### src/rtl/vram_arbiter_pkg.sv
`default_nettype none
// +----------------------------------------------------------------------+
// | vram_arbiter_pkg                                                      |
// | Shared widths, screen page base and arbiter FSM states.               |
// | Revision: 1.0                                                         |
// +----------------------------------------------------------------------+
package vram_arbiter_pkg;

   localparam int          c_ADDR_W      = 13;
   localparam int          c_DATA_W      = 8;
   localparam logic [15:0] c_SCREEN_BASE = 16'h4000;

   typedef enum logic [2:0] {
      ST_IDLE     = 3'd0,
      ST_WR_WAIT  = 3'd1,
      ST_RD_ISSUE = 3'd2,
      ST_RD_DATA  = 3'd3,
      ST_ACK      = 3'd4
   } arbState_t;

endpackage
`default_nettype wire

### src/rtl/vram_wbuf.sv
`default_nettype none
// +----------------------------------------------------------------------+
// | vram_wbuf                                                             |
// | One-entry posted write buffer with load, drain and address match.     |
// | Revision: 1.0                                                         |
// +----------------------------------------------------------------------+
module vram_wbuf
   import vram_arbiter_pkg::*;
#(
   parameter int AW = c_ADDR_W,
   parameter int DW = c_DATA_W
) (
   input  logic          clock,
   input  logic          reset,
   input  logic          load,
   input  logic          drain,
   input  logic [AW-1:0] loadAddr,
   input  logic [DW-1:0] loadData,
   input  logic [AW-1:0] matchAddr,
   output logic          valid,
   output logic [AW-1:0] bufAddr,
   output logic [DW-1:0] bufData,
   output logic          match
);

   logic          r_valid;
   logic [AW-1:0] r_addr;
   logic [DW-1:0] r_data;

   // A load on the same edge as a drain refills the slot just emptied.
   always_ff @(posedge clock or posedge reset) begin
      if (reset) begin
         r_valid <= 1'b0;
         r_addr  <= '0;
         r_data  <= '0;
      end else if (load) begin
         r_valid <= 1'b1;
         r_addr  <= loadAddr;
         r_data  <= loadData;
      end else if (drain) begin
         r_valid <= 1'b0;
      end
   end

   assign valid   = r_valid;
   assign bufAddr = r_addr;
   assign bufData = r_data;
   assign match   = r_valid && (r_addr == matchAddr);

endmodule
`default_nettype wire

### src/rtl/vram_arbiter.sv
`default_nettype none
// +----------------------------------------------------------------------+
// | vram_arbiter                                                          |
// | Screen RAM owner: video fetch has absolute priority, CPU uses gaps.   |
// | Revision: 1.0                                                         |
// +----------------------------------------------------------------------+
module vram_arbiter
   import vram_arbiter_pkg::*;
#(
   parameter int AW = c_ADDR_W,
   parameter int DW = c_DATA_W
) (
   input  logic          clock,
   input  logic          reset,
   input  logic          video_busy,
   input  logic          video_read,
   input  logic [AW-1:0] video_a,
   output logic [DW-1:0] video_d,
   input  logic          cpu_req,
   input  logic          cpu_wr,
   input  logic [AW-1:0] cpu_a,
   input  logic [DW-1:0] cpu_d,
   output logic [DW-1:0] cpu_q,
   output logic          cpu_ack,
   output logic [AW-1:0] ram_a,
   output logic          ram_we,
   output logic [DW-1:0] ram_d,
   input  logic [DW-1:0] ram_q
);

   arbState_t     r_state;
   logic          r_cpuAck;
   logic [DW-1:0] r_cpuQ;
   logic          r_armed;
   logic [15:0]   r_videoFetches;

   logic          w_bufValid;
   logic          w_bufMatch;
   logic [AW-1:0] w_bufAddr;
   logic [DW-1:0] w_bufData;
   logic          w_drain;
   logic          w_bufFree;
   logic          w_accept;
   logic          w_load;

   assign w_drain   = video_busy & w_bufValid;
   assign w_bufFree = ~w_bufValid | w_drain;
   assign w_accept  = (r_state == ST_IDLE) & cpu_req & r_armed;
   assign w_load    = w_bufFree & ((w_accept & cpu_wr) | (r_state == ST_WR_WAIT));

   vram_wbuf #(
      .AW(AW),
      .DW(DW)
   ) u_wbuf (
      .clock     (clock),
      .reset     (reset),
      .load      (w_load),
      .drain     (w_drain),
      .loadAddr  (cpu_a),
      .loadData  (cpu_d),
      .matchAddr (cpu_a),
      .valid     (w_bufValid),
      .bufAddr   (w_bufAddr),
      .bufData   (w_bufData),
      .match     (w_bufMatch)
   );

   // Port ownership follows video_busy combinationally; a CPU access cut off
   // by a falling video_busy simply did not happen and is retried.
   always_comb begin
      ram_a  = cpu_a;
      ram_we = 1'b0;
      ram_d  = w_bufData;
      if (!video_busy) begin
         ram_a = video_a;
      end else if (w_bufValid) begin
         ram_a  = w_bufAddr;
         ram_we = 1'b1;
      end
   end

   assign video_d = ram_q;
   assign cpu_q   = r_cpuQ;
   assign cpu_ack = r_cpuAck;

   always_ff @(posedge clock or posedge reset) begin
      if (reset) begin
         r_state        <= ST_IDLE;
         r_cpuAck       <= 1'b0;
         r_cpuQ         <= '0;
         r_armed        <= 1'b1;
         r_videoFetches <= '0;
      end else begin
         if (video_read) begin
            r_videoFetches <= r_videoFetches + 16'd1;
         end
         r_cpuAck <= 1'b0;
         case (r_state)
            // A request is taken only after cpu_req was seen low in IDLE.
            ST_IDLE: begin
               if (!cpu_req) begin
                  r_armed <= 1'b1;
               end else if (r_armed) begin
                  r_armed <= 1'b0;
                  if (cpu_wr) begin
                     if (w_bufFree) begin
                        r_state  <= ST_ACK;
                        r_cpuAck <= 1'b1;
                     end else begin
                        r_state <= ST_WR_WAIT;
                     end
                  end else if (w_bufMatch) begin
                     r_cpuQ   <= w_bufData;
                     r_state  <= ST_ACK;
                     r_cpuAck <= 1'b1;
                  end else begin
                     r_state <= ST_RD_ISSUE;
                  end
               end
            end
            ST_WR_WAIT: begin
               if (w_bufFree) begin
                  r_state  <= ST_ACK;
                  r_cpuAck <= 1'b1;
               end
            end
            // The buffered write must reach RAM before a read can be issued.
            ST_RD_ISSUE: begin
               if (w_bufMatch) begin
                  r_cpuQ   <= w_bufData;
                  r_state  <= ST_ACK;
                  r_cpuAck <= 1'b1;
               end else if (video_busy && !w_bufValid) begin
                  r_state <= ST_RD_DATA;
               end
            end
            ST_RD_DATA: begin
               r_cpuQ   <= ram_q;
               r_state  <= ST_ACK;
               r_cpuAck <= 1'b1;
            end
            ST_ACK: begin
               r_state <= ST_IDLE;
            end
            default: begin
               r_state <= ST_IDLE;
            end
         endcase
      end
   end

endmodule
`default_nettype wire

### config.mk
export PLATFORM = sky130hd
export DESIGN_NAME = vram_arbiter
export DESIGN_NICKNAME = d
export VERILOG_FILES = /design/src/rtl/vram_arbiter_pkg.sv /design/src/rtl/vram_wbuf.sv /design/src/rtl/vram_arbiter.sv
export SDC_FILE = /design/constraint.sdc
export NUM_CORES = 1
export LEC_CHECK = 0
export BUFFER_PORTS_ARGS = -buffer_cell sky130_fd_sc_hd__buf_2
export CAP_MARGIN = 20
export CORE_ASPECT_RATIO = 1.25
export CORE_UTILIZATION = 30
export DETAILED_ROUTE_END_ITERATION = 16
export PLACE_DENSITY = 0.55
export SLEW_MARGIN = 20
export SYNTH_ARGS = -nofsm -noshare
export SYNTH_HDL_FRONTEND = slang
export SYNTH_SLANG_ARGS = --single-unit
### constraint.sdc
create_clock -name clock -period 6.1 [get_ports clock]
set_input_delay 0 -clock clock [delete_from_list [all_inputs] [get_ports clock]]
set_output_delay 0 -clock clock [all_outputs]
set_load 0.01 [all_outputs]
==> impl_metrics.ini <==
[setup_path]
required_ps = 6270
crit_family = flip-flops
cp_max_fo = 17
cp_slowest_cell = dfrtp_1
worstPathCellList = nand2_1, or4_4, a211o_1, a221o_1
path_buf_inv = 0
worstPathArrival_ps = 2530
crit_start = u_wbuf.valid
max_stage_delay_ps = 910
path_class = reg2reg
cp-end-kind = register
start_kind = register
timing.rr.start = u_wbuf.valid
r2r_end = cpu_q[3]
reg2reg_depth = 4
reg2reg_slack_ps = 3730

[detailed_routing]
drtPass1Iterations = 4
vias = 1627
viasPerCell = 4.57
remaining_drc_errors = 0
routedWlPerCell_um = 12.4
ant_nets = 0
drt_iter0_markers = 39
routed_wl_um = 4400

[global_routing]
grt_pass1_wl_um = 7250
grt_max_degree = 36
overflow = 0
grt_pass1_vias = 1630
antenna_found_initial = 0
track_usage_pct = 14.3

[die]
start_util_pct = 31.9
dieHeight_um = 90.8
pin_count = 87
die-area_um2 = 6630
core_um2 = 5930
rows = 31
dieWidth_um = 73.0

[yosys]
async_reset_ff_share_pct = 100
syn-num-nets = 222
yosysUniqueCellTypes = 28
synth-edff-count = 0
synthCells = 174
yosysTopAreaCellShare_pct = 45.0
synth_most_common_cell = dfrtp_1
synth_area_leaders = dfrtp_1 (45%), mux2_2 (13%), mux2i_1 (6.9%)
yosysWarnings = 0
synth_common_cells = dfrtp_1 (34), mux2_2 (21), nor2_1 (18)
synth.ff_latch_count = 35
avgSynthCellArea_um2 = 10.9
seq_area_frac_synth_pct = 46.4
syn_area_um2 = 1890
synth_top_area_cell = dfrtp_1
ys.flop_type = dfrtp_1

[place]
numPortBuffers = 85
dp_hpwl_um = 3070
pre_cts_slack_ps = 3730
gp_congestion = 0.739
placed_cell_area_um2 = 2340
placed_cells = 325

[power]
totalPowerFinal_mw = 1.09
max-vdd-ir-drop_uv = 189
p_per_area_nw_per_um2 = 410
total_leakage_power_nw = 1.22

[min_path]
min-delay-start = ram_q[7]
holdPathEnd = cpu_q[7]
hp-class = in2reg
hold_depth = 3

[sta]
hold_ws_ps = 29.2
rsz0062_at_grt = false
fmax_ghz = 0.423
setup_viol = 0
tightest_slew_ps = 868
fin_ws_ps = 3730
hold_viol_final = 0
slew_headroom_pct = 42.1
final.min_clock_period_ps = 2370
fin_crit_sh_pct = 38.8
tns_ps = 0
finClkSkew_ps = 7.69
maxSlewViolCount = 0

[clock_network]
cts_buffers = 5
cts_tree = yes
clkSinkCount = 35
cts_resized = 0
cts_buffer_depth = 2
clk_latency_ps = 280
clkSlewWorstSetupHoldPaths_ps = 70
clockRootBuffer = clkbuf_8
htreeDepth = 2

[final_layout]
post_route_cells_drive_above_1_share_pct = 42.7
fin_util_pct = 44.7
antennaDiodeCount = 0
fin_area_um2 = 2650
fill_cells = 567
nets = 321
fin_cells = 356
syn_to_final_growth_pct = 40.2

[outcome]
outcome = finished clean

[run]
maxCapViolCount = 0
[registers in the layout, indices dropped and copies added, names as in the netlist]
signal and count:
u_wbuf.valid 1, cpu_q 8, r_state 3, cpu_ack 1, r_armed 1, u_wbuf.bufAddr 13
u_wbuf.bufData 8
[worst reg2reg max path: stages, from the launching register on]
cell and delay (ps):
dfrtp_1 910, nand2_1 110, or4_4 490, a211o_1 400, a221o_1 340
[area by class of cell]
class | instances | area, µm² | area share (%)
clock buffer | 6 | 72.6 | 2.74
clock inverter | 2 | 12.5 | 0.472
inverter | 2 | 7.51 | 0.283
multi-input combinational | 120 | 916 | 34.5
sequential | 35 | 877 | 33.1
tap | 82 | 103 | 3.87
timing repair buffer | 109 | 663 | 25.0
[worst max path at each step]
stage	slack (ps)	cells after the start	to
final	3730	4	cpu_q[3]
after global routing	3620	4	cpu_q[3]
after CTS	3710	4	cpu_q[3]
after detailed placement	3730	4	cpu_q[0]
after global placement	3540	3	u_wbuf.bufAddr[10]
after floorplan	4160	5	cpu_q[0]
[cells in the final DEF, fill, tap and decap left out, drive strengths merged]
cell / count
o21ai: 2
a211o: 1
buf: 86
dlygate4sd3: 23
a221oi: 2
dfstp: 1
a31oi: 3
nand2b: 2
clkinv: 1
inv: 2
a21oi: 13
dfrtp: 34
mux2: 21
or4: 1
nand3: 1
or3: 1
a221o: 8
clkbuf: 6
o22ai: 1
and2: 9
o41ai: 1
mux2i: 13
nor2b: 2
nand2: 4
clkinvlp: 1
o31ai: 1
nor2: 18
nand4: 3
xnor2: 13
[routing by layer]
| metal | GRT usage, % | share of wire, % | vias up |
|---|---|---|---|
| met5 | 0 | 0 | - |
| met4 | 4.74 | 1.2 | 0 |
| met3 | 3.79 | 5.2 | 5 |
| met2 | 25.0 | 49 | 62 |
| met1 | 16.4 | 44 | 746 |
| li1 | - | - | 814 |
[report_power, final]
group,internal [mW],switching (mW)
logic,0.268,0.187
clock network,0.0797,0.0817
registers,0.352,0.121
total,0.699,0.389
[cell families (layout without fill, tap and decap cells)]
family          count (synthesis)  count (layout)  synth area share, %
mux                            34              34                 19.4
xor+xnor                       13              13                 6.02
simple gates                   41              41                 10.9
buf+inv                        19             119                 5.56
flops                          35              35                 46.4
compound gates                 32              32                 11.8
[repair_timing]
action / in CTS / in global routing
hold buffers: 23 / 0
setup buffers: 0 / 0
endpoints found under the hold margin: 56 / 0
Note: power is estimated with default switching activity, not from simulation.
